### src/rtl/countdown_ctrl.sv
// Control front-end for the countdown timer: conditions four raw push-buttons,
// holds the user's start value and sequences SETUP -> RUN -> EXPIRED.
module countdown_ctrl #(
  parameter int DEBOUNCE_CYCLES = 250000,
  parameter int DEFAULT_SEC     = 4,
  parameter int MAX_SEC         = 9
) (
  input  logic       clk,
  input  logic       rst_n,
  input  logic       btn_up,
  input  logic       btn_down,
  input  logic       btn_start,
  input  logic       btn_stop,
  input  logic [3:0] cur_sec,
  output logic       set,
  output logic [3:0] new_sec,
  output logic       running,
  output logic       expired,
  output logic       timeout
);

  if (MAX_SEC > 15 || MAX_SEC < 0 || DEFAULT_SEC > MAX_SEC || DEFAULT_SEC < 0 ||
      DEBOUNCE_CYCLES < 1) begin : g_param_check
    $error("countdown_ctrl: illegal MAX_SEC/DEFAULT_SEC/DEBOUNCE_CYCLES");
  end

  localparam int                CNT_W    = $clog2(DEBOUNCE_CYCLES + 1);
  localparam logic [CNT_W-1:0]  CNT_LAST = CNT_W'(DEBOUNCE_CYCLES - 1);
  localparam logic [3:0]        MAX_VAL  = 4'(MAX_SEC);
  localparam logic [3:0]        DEF_VAL  = 4'(DEFAULT_SEC);

  // Button bit order: 0 = up, 1 = down, 2 = start, 3 = stop
  logic [3:0]       btn_s;
  logic [3:0]       sync1_r;
  logic [3:0]       sync2_r;
  logic [3:0]       db_r;
  logic [3:0]       db_d_r;
  logic [3:0]       press_r;
  logic [CNT_W-1:0] cnt_r [4];

  assign btn_s = {btn_stop, btn_start, btn_down, btn_up};

  // Synchronise, debounce and edge-detect every button
  always_ff @(posedge clk or negedge rst_n) begin
    if (!rst_n) begin
      sync1_r <= 4'b0000;
      sync2_r <= 4'b0000;
      db_r    <= 4'b0000;
      db_d_r  <= 4'b0000;
      press_r <= 4'b0000;
      for (int i = 0; i < 4; i++) begin
        cnt_r[i] <= {CNT_W{1'b0}};
      end
    end else begin
      sync1_r <= btn_s;
      sync2_r <= sync1_r;
      db_d_r  <= db_r;
      press_r <= db_r & ~db_d_r;
      for (int i = 0; i < 4; i++) begin
        if (sync2_r[i] == db_r[i]) begin
          cnt_r[i] <= {CNT_W{1'b0}};
        end else if (cnt_r[i] == CNT_LAST) begin
          db_r[i]  <= sync2_r[i];
          cnt_r[i] <= {CNT_W{1'b0}};
        end else begin
          cnt_r[i] <= cnt_r[i] + {{(CNT_W-1){1'b0}}, 1'b1};
        end
      end
    end
  end

  typedef enum logic [1:0] {
    ST_SETUP   = 2'd0,
    ST_RUN     = 2'd1,
    ST_EXPIRED = 2'd2
  } state_t;

  state_t     state_r;
  logic [3:0] setting_r;
  logic       set_r;
  logic       running_r;
  logic       expired_r;
  logic       timeout_r;

  logic up_press_s;
  logic down_press_s;
  logic start_press_s;
  logic stop_press_s;

  assign up_press_s    = press_r[0];
  assign down_press_s  = press_r[1];
  assign start_press_s = press_r[2];
  assign stop_press_s  = press_r[3];

  // Sequencer; outputs are updated together with the state they decode
  always_ff @(posedge clk or negedge rst_n) begin
    if (!rst_n) begin
      state_r   <= ST_SETUP;
      setting_r <= DEF_VAL;
      set_r     <= 1'b1;
      running_r <= 1'b0;
      expired_r <= 1'b0;
      timeout_r <= 1'b0;
    end else begin
      timeout_r <= 1'b0;
      case (state_r)
        ST_SETUP: begin
          if (up_press_s && !down_press_s && setting_r != MAX_VAL) begin
            setting_r <= setting_r + 4'd1;
          end else if (down_press_s && !up_press_s && setting_r != 4'd0) begin
            setting_r <= setting_r - 4'd1;
          end else begin
            setting_r <= setting_r;
          end
          if (start_press_s) begin
            state_r   <= ST_RUN;
            set_r     <= 1'b0;
            running_r <= 1'b1;
          end else begin
            state_r   <= ST_SETUP;
          end
        end
        ST_RUN: begin
          // Stop outranks expiry, so a late stop never produces a timeout
          if (stop_press_s) begin
            state_r   <= ST_SETUP;
            set_r     <= 1'b1;
            running_r <= 1'b0;
          end else if (cur_sec == 4'd0) begin
            state_r   <= ST_EXPIRED;
            running_r <= 1'b0;
            expired_r <= 1'b1;
            timeout_r <= 1'b1;
          end else begin
            state_r   <= ST_RUN;
          end
        end
        ST_EXPIRED: begin
          if (start_press_s || stop_press_s) begin
            state_r   <= ST_SETUP;
            set_r     <= 1'b1;
            expired_r <= 1'b0;
          end else begin
            state_r   <= ST_EXPIRED;
          end
        end
        default: begin
          state_r   <= ST_SETUP;
          set_r     <= 1'b1;
          running_r <= 1'b0;
          expired_r <= 1'b0;
        end
      endcase
    end
  end

  assign set     = set_r;
  assign new_sec = setting_r;
  assign running = running_r;
  assign expired = expired_r;
  assign timeout = timeout_r;

endmodule
### config.mk
export PLATFORM = sky130hd
export DESIGN_NAME = countdown_ctrl
export DESIGN_NICKNAME = d
export VERILOG_FILES = /design/src/rtl/countdown_ctrl.sv
export SDC_FILE = /design/constraint.sdc
export NUM_CORES = 1
export LEC_CHECK = 0
export BUFFER_PORTS_ARGS = -buffer_cell sky130_fd_sc_hd__buf_2
export CORE_ASPECT_RATIO = 1.5
export CORE_UTILIZATION = 58
export CTS_BUF_LIST = sky130_fd_sc_hd__clkbuf_8
export DETAILED_ROUTE_END_ITERATION = 7
export MAX_ROUTING_LAYER = met4
export PLACE_DENSITY = 0.78
export SLEW_MARGIN = 20
export SYNTH_ARGS = -nofsm -noshare
export SYNTH_HDL_FRONTEND = slang
export SYNTH_SLANG_ARGS = --single-unit
export TNS_END_PERCENT = 1
### constraint.sdc
create_clock -name clk -period 2.2 [get_ports clk]
set_clock_uncertainty 0.2 [all_clocks]
set_input_delay 0.22 -clock clk [delete_from_list [all_inputs] [get_ports clk]]
set_output_delay 0.22 -clock clk [all_outputs]
set_load 0.05 [all_outputs]
### Word-level counts from Yosys, hierarchy flattened

Index checks and enable logic that the tools add are counted.

| cells by class | value |
|---|---|
| multiply operators | 0 |
| bitwise logic cells | 8 |
| add/sub/neg operators | 6 |
| div/mod/pow operators | 0 |
| reductions and logical operators | 19 |
| equality and inequality tests | 17 |
| shift operators | 0 |
| muxes and demuxes | 30 |
| order comparisons | 0 |

Operators by type and width:

| operator | count |
|---|---|
| $mux 18 | 8 |
| $add 18x1->18 const B | 4 |
| $eq 18x18->1 const B | 4 |
| $mux 1 | 13 |
| $ne 2x2->1 const B | 5 |
| $reduce_and 2->1 | 5 |
| $pmux 1 s3 | 3 |
| $mux 4 | 2 |
| $mux 2 | 3 |
| $not 1->1 | 6 |
| $pmux 2 s3 | 1 |
| $reduce_and 3->1 | 2 |
| $add 4x1->4 const B | 1 |
| $and 4x4->4 | 1 |
| $eq 1x1->1 | 4 |
| $logic_and 1x1->1 | 4 |
| $logic_not 4->1 | 1 |
| $ne 4x4->1 const B | 1 |
| $not 4->4 | 1 |
| $reduce_and 4->1 | 1 |
| $reduce_bool 4->1 | 1 |
| $sub 4x1->4 const B | 1 |
| $ne 3x3->1 const B | 1 |
| $eq 2x1->1 const B | 1 |
| 5 further kinds | 6 |

| storage, ports and cells | value |
|---|---|
| latch bits | 0 |
| memories kept | 0 |
| flip-flop bits (word level) | 102 |
| bits in read-only memories | 0 |
| output and inout bits | 8 |
| RAM bits | 0 |

### Depth between registers and ports, before layout

| logic depth | value |
|---|---|
| word-level depth | 5 |
| mapped depth | 8 |

### Least setup slack after synthesis

OpenSTA, ideal clock, no wires.

| path | value |
|---|---|
| kind | register to register |
| from | reg setting_r[0], in the netlist new_sec[0] |
| to | reg setting_r[3], in the netlist new_sec[3] |
| cell stages (with the launch flop) | 9 |
| slack | -505 ps |
| required time | 1877 ps |
| arrival time | 2382 ps |
| cells stage by stage | dfrtp_1 -> nor3b_1 -> a21oi_1 -> inv_1 -> ha_1 -> a21o_1 -> a21oi_1 -> mux2_2 -> o221a_2 |

| between the ends | value |
|---|---|
| longest elaborated chain between the ends | 4 |

RTL lines:

| element | RTL line | source |
|---|---|---|
| from (decl) | 79 | `logic [3:0] setting_r;` |
| from (signal assigned) | 109 | `setting_r <= setting_r + 4'd1;` |
| from (signal assigned) | 111 | `setting_r <= setting_r - 4'd1;` |
| from (signal assigned) | 113 | `setting_r <= setting_r;` |
| branches (longest 4 deep; another with $sub 4x1->4) | -- |  |

Several ways; the timed one is not identified. The select of a mux whose other input is x is not followed.
A chain may end at the register's enable or synchronous reset.

### Worst setup path in the final report

| path | value |
|---|---|
| from | reg setting_r[2], in the netlist new_sec[2] |
| to | reg setting_r[3], in the netlist new_sec[3] |

The elaborated chain is that of the path after synthesis.

==> run metrics <==
outcome=complete, but fails checks; failing checks=setup timing; Setup WS post-layout=-40.1 ps; Crit path arrival time=2310 ps; register area share after synthesis=53.3%; reg-to-reg endpoint=new_sec[3]$_DFFE_PN0P_; reg2reg start=new_sec[2]$_DFFE_PN1P_; clock sink count=102; final hold vios=0; CTS clk-pin slew, worst paths=100 ps; cell family with most CP delay=compound AO/OA/AOI/OAI gates; Die Width=76.3 um; Post-Syn Area=4800 sq um; Layout fillers=591; Mapped Avg Cell Area=10.4 sq um; yosys warns=0; FF-to-FF setup slack=-40 ps; routed len/inst=14.4 um; # DRC=0; CP max stage cell=dfstp_2; worst-path maximum fanout=2; Synth-to-Final Area Change=16.0%; async set-reset flop share out of synthesis=100%; Tot Pwr=0.00335 W; max cap viols=0; Clock Latency Late Sink=370 ps; Port Buffer Count=17; CP cell instances=nor3b_2 > a21oi_2 > inv_2 > ha_4 > a21o_1 > a21oi_2 > mux2_4 > o221a_4; cts bufs inserted=9; H-tree depth=3; Nets=534; number of synthesized register bits=102; largest net degree at the start of global routing=38; GRT Util Overall=23.3%; vias per cell=5.71; cells on worst reg2reg path=8; critical path class=register to register; CP Capture Type=register; routed vias=3575; commonest non-fill, non-tap cell in the layout=dfrtp_1; end-of-flow core utilization=69.5%; worst slew pin tran=426 ps; hold crit path type=input pin to asynchronous set/reset pin; Core Region=8010 sq um; dominant synthesized flop cell=dfrtp_1; CTS tree=built; initial core utilization=59.9%; RePlAce Congestion=0.830; static leakage=2.34 nW; Clock Tree Buf Depth=2; Max Clock Freq=446 MHz; CP Data Required Time=2270 ps; slew margin rel.=71.3%; Die Span Y=113 um; # setup viols final=1; Max rail drop VDD=575 uV; synth unique cells=44; initial antenna violation count=0; PwrDens=603 nW/um^2; initial drt markers=162; GRT Residual Overflow=0; syn_nets=480; row cnt=40; Final HPWL DP=6.21 mm; Post-synth EDFFs=0; CP bufs+invs=1; root buf cell=clkbuf_8; share of layout cells above drive strength 1=17.7%; cell repeated most along the worst path=a21oi_2; Slew Viols, Final=0; most frequent cells in the layout=dfrtp_1, nor2_1, xnor2_1, buf_4, nand2_1; Die Area=8650 sq um; CP max stage delay=550 ps; critical path launch point type=register; I/O pin cnt=18; Multi-input gate area=2200 sq um; Register Area=2560 sq um; crit share post-route=102%; pre-CTS setup slack=-121 ps; DRT antenna net count=0; vias in the first global route=3644; Final Routed Wirelength=8.99 mm; first-pass GRT wire length=15.6 mm; total iterations of the first detailed-routing run=4; Final min period=2240 ps; Gate Count Post-Synth=463; RSZ-0062 raised after global routing=true; diode count=0
Yosys cell counts (3+ instances only):
cell type / count / share of area, %
a21oi_1: 21 / 2.2
and4_1: 5 / 0.91
buf_2: 4 / 0.42
clkbuf_1: 6 / 0.47
dfrtp_1: 100 / 52
ha_1: 6 / 1.6
inv_1: 18 / 1.4
mux2_2: 7 / 1.6
nand2_1: 26 / 2.0
nand2b_1: 4 / 0.52
nand3_1: 22 / 2.3
nand3b_1: 4 / 0.63
nand4_1: 14 / 1.8
nor2_1: 67 / 5.2
nor2b_1: 5 / 0.65
nor3_1: 13 / 1.4
nor4_1: 20 / 2.6
o21ai_0: 8 / 0.83
o31ai_1: 9 / 1.4
o41ai_2: 3 / 1.0
or2_2: 3 / 0.39
or3_1: 10 / 1.3
or4_1: 11 / 1.7
xnor2_1: 33 / 6.0
xor2_1: 21 / 3.8
metrics by stage:
stage | instances | hold slack [ps] | instance area, sq um | TNS (ps)
6_report | 626 | 115 | 5570 | -40.1
3_3_place_gp | 602 | -24.1 | 5200 | -45.0
5_1_grt | 626 | 136 | 5570 | -93.6
4_1_cts | 625 | 115 | 5540 | -39.1
2_1_floorplan | 463 | -276 | 4810 | -276
3_5_place_dp | 602 | -19.4 | 5200 | -121
registers in the layout, summed over array words and instances, names as in the netlist:
signal / cells
sync1_r: 4
new_sec: 4
sync2_r: 4
expired: 1
press_r: 4
set: 1
db_r: 4
cnt_r: 72
db_d_r: 4
state_r: 2
running: 1
timeout: 1
what timing repair did:
item                                    CTS  global route
endpoints found under the hold margin    88             0
hold buffers                              7             0
endpoints found under the setup margin    1             7
resized for setup                         5             4
buffers inserted                          1             1
pin swaps                                 4             3
power breakdown:
part	leakage, nW	switching, W	total (W)	internal (W)
logic	0.844	0.0000777	0.000126	0.0000487
clock network	0.113	0.000612	0.00130	0.000693
registers	1.39	0.0000238	0.00192	0.00190
final cells by class:
cell class              instances  share of cell area [%]
clock buffers                  11                    2.72
clock inverters                 4                    1.28
inverters                      18                    1.21
multi-input cells             333                    39.5
flip-flops and latches        102                    46.0
well taps                     105                    2.36
repair buffers                 53                    6.97
layer usage:
metal | track usage, % | wire length (um) | up-vias
met3 | 2.80 | 158 | 16
met5 | - | 0 | -
met2 | 41.6 | 4820 | 48
met4 | 12.2 | 176 | 0
li1 | - | - | 1747
met1 | 25.3 | 3830 | 1764
logic make-up after synthesis:
group	after synthesis	synth area share (%)
and+or+nand+nor	212	23.1
muxes	8	1.85
xor gates and xnor gates	54	9.86
AOI/OAI and AO/OA	52	7.67
buffers and inverters	28	2.30
DFF	102	53.3
adders and majority gates	7	1.98
worst max path at each step:
| stage | startpoint | end | slack, ps | depth (start not counted) |
|---|---|---|---|---|
| after floorplan | new_sec[2]$_DFFE_PN1P_ | new_sec[3]$_DFFE_PN0P_ | -280 | 8 |
| after global placement | new_sec[2]$_DFFE_PN1P_ | new_sec[3]$_DFFE_PN0P_ | -40 | 8 |
| after detailed placement | new_sec[2]$_DFFE_PN1P_ | new_sec[3]$_DFFE_PN0P_ | -120 | 8 |
| after CTS | new_sec[2]$_DFFE_PN1P_ | new_sec[3]$_DFFE_PN0P_ | -40 | 8 |
| after global routing | new_sec[2]$_DFFE_PN1P_ | new_sec[3]$_DFFE_PN0P_ | -90 | 8 |
| final | new_sec[2]$_DFFE_PN1P_ | new_sec[3]$_DFFE_PN0P_ | -40 | 8 |
Note: power is estimated with default switching activity, not from simulation.
